## config.mk

```make
export PLATFORM = sky130hd
export DESIGN_NAME = cp0_intctl
export DESIGN_NICKNAME = d
export VERILOG_FILES = /design/src/rtl/cp0_intctl.sv
export SDC_FILE = /design/constraint.sdc
export NUM_CORES = 1
export LEC_CHECK = 0
export CORE_MARGIN = 2
export CORE_UTILIZATION = 40
export DETAILED_ROUTE_END_ITERATION = 8
export HOLD_SLACK_MARGIN = 0.05
export PLACE_DENSITY = 0.95
export SLEW_MARGIN = 20
export SYNTH_ARGS = -nofsm -noshare
export SYNTH_HDL_FRONTEND = slang
export SYNTH_SLANG_ARGS = --single-unit
```

## constraint.sdc

```tcl
create_clock -name clock -period 4.7 [get_ports clock]
set_input_delay 0.94 -clock clock [delete_from_list [all_inputs] [get_ports clock]]
set_output_delay 0.94 -clock clock [all_outputs]
set_load 0.1 [all_outputs]
```

## src/rtl/cp0_intctl.sv

```systemverilog
// cp0_intctl: coprocessor-0 interrupt controller.
// Holds Status/Cause/EPC, samples the hardware interrupt lines into Cause.IP,
// and raises TakenInterrupt when an enabled, unmasked interrupt is pending
// and the CPU is not already in the handler (EXL) or stalled.
module cp0_intctl #(
  parameter logic [31:0] HANDLER_ADDR = 32'h80000180,
  parameter int          NUM_HW_IRQ   = 6
) (
  input  logic                  clock,
  input  logic                  reset,
  input  logic [NUM_HW_IRQ-1:0] irq,
  input  logic [4:0]            regnum,
  input  logic [31:0]           wr_data,
  input  logic                  MTC0,
  input  logic                  ERET,
  input  logic                  stall,
  input  logic [31:0]           next_pc,
  output logic [31:0]           rd_data,
  output logic [31:0]           EPC,
  output logic                  TakenInterrupt,
  output logic [31:0]           InterruptHandlerAddr
);

  localparam logic [4:0] REG_STATUS = 5'd12;
  localparam logic [4:0] REG_CAUSE  = 5'd13;
  localparam logic [4:0] REG_EPC    = 5'd14;

  // EXL is the mode of the controller: NORMAL runs code, HANDLER blocks nesting.
  typedef enum logic {NORMAL = 1'b0, HANDLER = 1'b1} state_t;

  state_t                state, state_nx;
  logic                  ie;
  logic [7:0]            im;
  logic [NUM_HW_IRQ-1:0] ip_hw;
  logic [1:0]            ip_sw;
  logic [31:0]           epc_q;
  logic                  exl;
  logic                  pending;
  logic                  wr_status, wr_cause, wr_epc;
  logic [31:0]           status_val, cause_val;

  assign exl        = (state == HANDLER);
  assign status_val = {16'h0, im, 6'h0, exl, ie};
  assign cause_val  = {16'h0, ip_hw, ip_sw, 8'h0};
  assign pending    = |(cause_val[15:8] & im);

  // The reset term keeps the redirect quiet while the controller is held in reset.
  assign TakenInterrupt       = pending & ie & ~exl & ~stall & reset;
  assign EPC                  = epc_q;
  assign InterruptHandlerAddr = HANDLER_ADDR;

  // A taken interrupt squashes the MTC0 in the same cycle, so writes are gated by it.
  assign wr_status = MTC0 & ~TakenInterrupt & (regnum == REG_STATUS);
  assign wr_cause  = MTC0 & ~TakenInterrupt & (regnum == REG_CAUSE);
  assign wr_epc    = MTC0 & ~TakenInterrupt & (regnum == REG_EPC);

  // Mode register.
  always_ff @(posedge clock or negedge reset) begin
    if (!reset) state <= NORMAL;
    else        state <= state_nx;
  end

  // Next mode: interrupt entry wins; otherwise an MTC0 to Status sets EXL and ERET then clears it.
  always_comb begin
    state_nx = state;
    if (TakenInterrupt) begin
      state_nx = HANDLER;
    end else begin
      if (wr_status) state_nx = wr_data[1] ? HANDLER : NORMAL;
      if (ERET)      state_nx = NORMAL;
    end
  end

  // Status/Cause/EPC contents; IP hardware bits track the lines one cycle late.
  always_ff @(posedge clock or negedge reset) begin
    if (!reset) begin
      ie    <= 1'b0;
      im    <= 8'h0;
      ip_hw <= '0;
      ip_sw <= 2'b0;
      epc_q <= 32'h0;
    end else begin
      ip_hw <= irq;
      if (wr_status) begin
        ie <= wr_data[0];
        im <= wr_data[15:8];
      end
      if (wr_cause) ip_sw <= wr_data[9:8];
      if (TakenInterrupt) epc_q <= next_pc;
      else if (wr_epc)    epc_q <= wr_data;
    end
  end

  // MFC0 read mux; unimplemented registers read as zero.
  always_comb begin
    rd_data = 32'h0;
    case (regnum)
      REG_STATUS: rd_data = status_val;
      REG_CAUSE:  rd_data = cause_val;
      REG_EPC:    rd_data = epc_q;
      default:    rd_data = 32'h0;
    endcase
  end

endmodule

```

==> results of run 1 <==
## per-stage QoR
step | setup WS, ps | cell area [µm²] | std cells
finish | 862 | 4330 | 492
global route | 704 | 4330 | 492
CTS | 839 | 4330 | 492
detailed placement | 848 | 4190 | 484
global placement | 928 | 4190 | 484
floorplan | 1280 | 2860 | 302
## sequential cells by signal, indices dropped and copies added, names as in the netlist
register / flops
EPC: 32
exl: 1
ie: 1
im: 8
ip_hw: 6
ip_sw: 2
## final timing paths
path / endpoint / slack (ps) / cells past startpoint
max: rd_data[13] / 860 / 6
max reg2reg: im[3] / 2360 / 4
min in group asynchronous: EPC[14] / 780 / 2
min: im[2] / 530 / 1
min reg2reg: im[2] / 530 / 1
max in group asynchronous: EPC[4] / 3500 / 2
## placed cells by master, fill, tap and decap left out, types with 6 or more instances in the layout
cell / Yosys / routed
clkdlybuf4s50_1: 0 / 110
conb_1: 2 / 32
clkbuf_8: 0 / 6
nand2_1: 50 / 50
buf_4: 36 / 26
and2_1: 22 / 22
a22oi_1: 12 / 12
buf_12: 0 / 11
dfrtp_1: 50 / 50
mux2_1: 10 / 10
mux2i_1: 33 / 33
o21ai_0: 24 / 24
o21ai_1: 8 / 8
## cell families after synthesis
| logic type | count (synthesis) |
|---|---|
| compound gates | 48 |
| buf+inv | 47 |
| flops | 50 |
| mux | 44 |
| other cells | 2 |
| simple gates | 81 |
## cells in the mapped netlist (2+ instances only)
library cell  count  share of area (%)
o21ai_1           8                1.5
mux2_1           10                4.1
nand2_1          50                6.8
buf_4            36                9.8
a22o_1            2               0.64
clkbuf_1          5               0.68
conb_1            2               0.27
o21ai_0          24                4.4
a22oi_1          12                3.3
dfrtp_1          50                 46
and2_1           22                5.0
mux2i_1          33                 12
buf_2             5               0.91
nor2_1            2               0.27
## worst reg2reg max path, delay by kind of cell, from the launching register on
| family | cells | cell delay, ps |
|---|---|---|
| simple gates | 1 | 780 |
| mux | 1 | 400 |
| flops | 1 | 410 |
| compound gates | 2 | 630 |
## cell type report
cell class	instances	area share (%)
multi-input combinational	205	30.3
tap	80	2.31
timing repair buffer	148	35.1
clock buffer	6	1.91
sequential	50	28.9
inverter	1	0.0866
clock inverter	2	1.39
## where the power goes
| part | leakage [nW] | total (mW) | switching (mW) | internal [mW] |
|---|---|---|---|---|
| Combinational | 1.12 | 1.77 | 1.38 | 0.394 |
| Clock | 0.0714 | 0.371 | 0.144 | 0.227 |
| Sequential | 0.623 | 0.714 | 0.125 | 0.589 |
| Total | 1.82 | 2.86 | 1.65 | 1.21 |
## routing by layer
layer | track usage (%) | wire length [µm] | vias up
met5 | 0 | 0 | -
met4 | 4.26 | 75 | 0
met3 | 5.50 | 584 | 7
met2 | 36.4 | 3820 | 114
met1 | 25.9 | 3080 | 1159
li1 | - | - | 1135
==> flow_summary.yaml, run 1 <==
logic_synthesis:
  synth-edff-count: 0
  yosysWarnings: 0
  synth_seq_cells: 50
  ys_seq_area_share_pct: 45.5
  synthAdderAreaFrac_pct: 0
  synth_cell_type_count: 25
  synthXorXnorAreaFrac_pct: 0
  synth-simple-area-share_pct: 15.8
  synth_ff_type: "dfrtp_1"
  synth_compound_area_share_pct: 10.3
  synth.area.mux_share_pct: 16.5
  synth_cells: 272
  synth_area_um2: 2750
  async_reset_ff_share_pct: 100
  synth_top_family_by_area: "multiplexers"
  synth_area_per_cell_um2: 10.1
clocking:
  post_cts_buffers: 0
  cts_tree: "built"
  ctsHoldBuffers: 0
  clk_pin_slew_ps: 90
  htreeDepth: 2
  cts_made_buffers: 5
  clkSinkCount: 50
  cts_root_buffer: "clkbuf_8"
  cts_buffer_depth: 2
  clk_latency_ps: 300
  cts.repair.resized: 0
floorplan:
  row_count: 30
  io_pins: 177
  coreArea_um2: 6720
  die_w_um: 86.9
  start_util_pct: 40.9
  die_area_um2: 7550
  dieHeight_um: 86.9
timing:
  slew_headroom_pct: 32.1
  hold_viol: 0
  worst_hold_slack_ps: 525
  tns_ps: 0
  finalCriticalPeriod_ps: 3840
  worst_pin_slew_ps: 1020
  fin_crit_sh_pct: 81.7
  max_clock_freq_mhz: 261
  rsz0062_at_grt: "no"
  setup_violations: 0
  drv_slew: 0
  finalClockSkew_ps: 4.41
grt:
  grt_pass1_wl_um: 12200
  antenna_found_initial: 0
  grt-ovfl-total: 0
  grt_pass1_vias: 2429
  grt_max_degree: 60
  grt_use_total_pct: 20.8
routing:
  drc: 0
  wl_per_cell_um: 15.4
  wl_um: 7560
  drt_first_iter_violations: 53
  drt_first_pass_iters: 4
  vias: 2415
  drtAntennaViolNets: 0
  viasPerCell: 4.91
final_layout:
  multi_input_area_um2: 1310
  antenna_cells: 0
  post-route-util_pct: 64.5
  nets: 491
  register_area_um2: 1250
  drive_gt1_share_pct: 12.9
  nFillCells: 520
  area_delta_synth_final_pct: 57.6
outcome:
  run_status: "completed"
setup_path:
  crit_path_top_delay_cell: "nor2_1"
  cp.buffers_inverters: 2
  start_kind: "input port"
  worstPathArrival_ps: 2900
  crit_chain: "clkdlybuf4s50_1 -> nand4bb_4 -> nor2_1 -> a22oi_1 -> nand2_1 -> buf_12"
  crit_start: "regnum[4]"
  cp.required_ps: 3760
  crit_fanout: 10
  crit_path_max_incr_delay_ps: 660
  criticalPathCategory: "input port to primary output"
  reg2reg_from: "im[0]"
  worstSetupEndpointType: "primary output"
  cp_top_family: "simple AND/OR/NAND/NOR gates"
power_and_ir_drop:
  leakagePower_nw: 1.82
  vdd.ir_drop.worst_mv: 0.665
  power_density_nw_per_um2: 659
  power_mw: 2.86
placement:
  dp_hpwl_um: 5790
  gp_congestion: 0.779
  portBuffers: 144
hold_path:
  worstHoldStart: "im[2]"
  hold_class: "register to register"
flow_run:
  drv_cap: 0
No activity file was read; power rests on OpenSTA's default activity.
==> inputs of run 2 (changes only) <==
--- a/config.mk
+++ b/config.mk
@@ -6,10 +6,10 @@
 export NUM_CORES = 1
 export LEC_CHECK = 0
 export CORE_MARGIN = 2
-export CORE_UTILIZATION = 40
+export CORE_UTILIZATION = 37
 export DETAILED_ROUTE_END_ITERATION = 8
 export HOLD_SLACK_MARGIN = 0.05
-export PLACE_DENSITY = 0.95
+export PLACE_DENSITY = 0.9
 export SLEW_MARGIN = 20
 export SYNTH_ARGS = -nofsm -noshare
 export SYNTH_HDL_FRONTEND = slang
==> constraint.sdc (replaced) <==
create_clock -name clock -period 3.75 [get_ports clock]
set_input_delay 0.75 -clock clock [delete_from_list [all_inputs] [get_ports clock]]
set_output_delay 0.75 -clock clock [all_outputs]
set_load 0.1 [all_outputs]
==> flow_summary.yaml, run 2 (synthesis results as in run 1) <==
hold_path:
  worstHoldStart: "im[3]"
  hold_class: "register to register"
  worstHoldEndpoint: "im[3]"
  holdPathStages: 1
power_and_ir_drop:
  leakagePower_nw: 1.89
  vdd.ir_drop.worst_mv: 0.703
  power_density_nw_per_um2: 752
  power.share.clock_pct: 9.7
  p_seq_share_pct: 25.9
  switching_power_mw: 2.10
  p_sw_share_pct: 60.2
  internal_power_mw: 1.39
  combPwrFrac_pct: 64.4
grt:
  grt-ovfl-total: 0
  grt_use_total_pct: 20.2
  grt_pass1_wl_um: 13200
  grt_pass1_vias: 2600
  grt_max_degree: 51
  antenna_found_initial: 0
timing:
  hold_viol: 0
  drv_slew: 0
  max_clock_freq_mhz: 310
  slew_headroom_pct: 32.6
  fin_crit_sh_pct: 85.9
  rsz0062_at_grt: "no"
  setup_violations: 0
  worst_pin_slew_ps: 1010
  tns_ps: 0
  layout_setup_ws_ps: 528
  finalCriticalPeriod_ps: 3220
  finalClockSkew_ps: 8.81
clocking:
  htreeDepth: 2
  clk_pin_slew_ps: 100
  ctsHoldBuffers: 0
  cts.repair.resized: 0
  cts_made_buffers: 5
  cts_buffer_depth: 2
  clk_latency_ps: 310
  cts_root_buffer: "clkbuf_8"
  clkSinkCount: 50
  cts_tree: "built"
  post_cts_buffers: 0
placement:
  dp_hpwl_um: 6350
  gp_congestion: 0.746
  portBuffers: 144
  place_ws_ps: 528
setup_path:
  reg2reg_from: "im[0]"
  crit_path_max_incr_delay_ps: 540
  start_kind: "input port"
  crit_chain: "clkdlybuf4s50_1 -> nand2_1 -> nor4b_4 -> a22oi_1 -> nand2_1 -> buf_12"
  worstPathArrival_ps: 2470
  crit_fanout: 9
  critPathMostFrequentCell: "nand2_1"
  crit_path_top_delay_cell: "clkdlybuf4s50_1"
  cp.required_ps: 3000
  criticalPathCategory: "input port to primary output"
  ff2ff_path_depth: 6
  r2r-end: "im[1]"
  rrSetupSlack_ps: 1680
  worstSetupEndpointType: "primary output"
routing:
  drtAntennaViolNets: 0
  drc: 0
  drt_first_pass_iters: 4
  drt_first_iter_violations: 68
  wl_um: 7990
  wl_per_cell_um: 15.5
  viasPerCell: 4.73
  vias: 2439
final_layout:
  largest_reg_flops: 32
  most-common-layout-cells: "clkdlybuf4s50_1, dfrtp_1, nand2_1, buf_12, mux2i_1"
  area_delta_synth_final_pct: 68.6
  drive_gt1_share_pct: 13.9
  final_common_cell: "clkdlybuf4s50_1"
  nets: 496
  antenna_cells: 0
floorplan:
  start_util_pct: 38.1
  io_pins: 177
  dieHeight_um: 90.2
  row_count: 31
  coreArea_um2: 7210
  die_w_um: 90.2
  die_area_um2: 8140
outcome:
  run_status: "completed"
flow_run:
  drv_cap: 0
==> run 2: cell count changes in the layout (fill, tap and decap cells not counted) <==
| cell | before | now |
|---|---|---|
| buf_12 | 11 | 34 |
| buf_4 | 26 | 8 |
| bufinv_16 | 2 | 0 |
| inv_6 | 0 | 3 |
| clkbuf_8 | 6 | 5 |
==> run 2: critical path: cells and delay by family <==
| family | cells | cell delay (ps) |
|---|---|---|
| compound gates | 1 | 210 |
| buf+inv | 2 | 720 |
| simple gates | 3 | 790 |
==> run 2: area by class of cell <==
| type | instances | area (µm²) |
|---|---|---|
| clock buffers | 5 | 68.8 |
| clock inverters | 3 | 26.3 |
| fillers | 573 | 2580 |
| inverters | 1 | 3.75 |
| multi-input cells | 205 | 1310 |
| flip-flops and latches | 50 | 1250 |
| well taps | 99 | 124 |
| repair buffers | 153 | 1850 |
==> run 2: worst max path at each step <==
stage,from,to,cells after the start
after floorplan,regnum[4],rd_data[19],4
after global placement,regnum[3],rd_data[14],6
after detailed placement,regnum[3],rd_data[14],6
after CTS,regnum[3],rd_data[13],6
after global routing,regnum[3],rd_data[13],6
final,regnum[3],rd_data[14],6
==> run 2: layer usage <==
layer	global-route usage [%]	share of wire, %	vias to the layer above
met4	3.46	0.61	0
met2	37.3	53	116
met5	0	0	-
met1	23.7	39	1167
met3	5.53	7.9	5
li1	-	-	1151
==> run 2: power by group through the flow <==
| stage | Clock [mW] | Combinational [mW] | Sequential [mW] |
|---|---|---|---|
| floorplan | 0 | 0.442 | 2.13 |
| global placement | 0 | 2.23 | 0.898 |
| detailed placement | 0 | 2.26 | 0.911 |
| CTS | 0.352 | 2.26 | 0.905 |
| global route | 0.377 | 2.31 | 0.934 |
| finish | 0.339 | 2.24 | 0.901 |
==> run 2: per-stage QoR <==
stage          utilization (%)  total power [mW]  hold slack, ps  area [µm²]  std cells
6_report                  64.2              3.48             530        4630        516
5_1_grt                   64.2              3.62             566        4630        516
4_1_cts                   64.2              3.52             538        4630        516
3_5_place_dp              62.9              3.17             511        4540        508
3_3_place_gp              62.9              3.12             507        4540        508
2_1_floorplan                -              2.57             454        2860        302
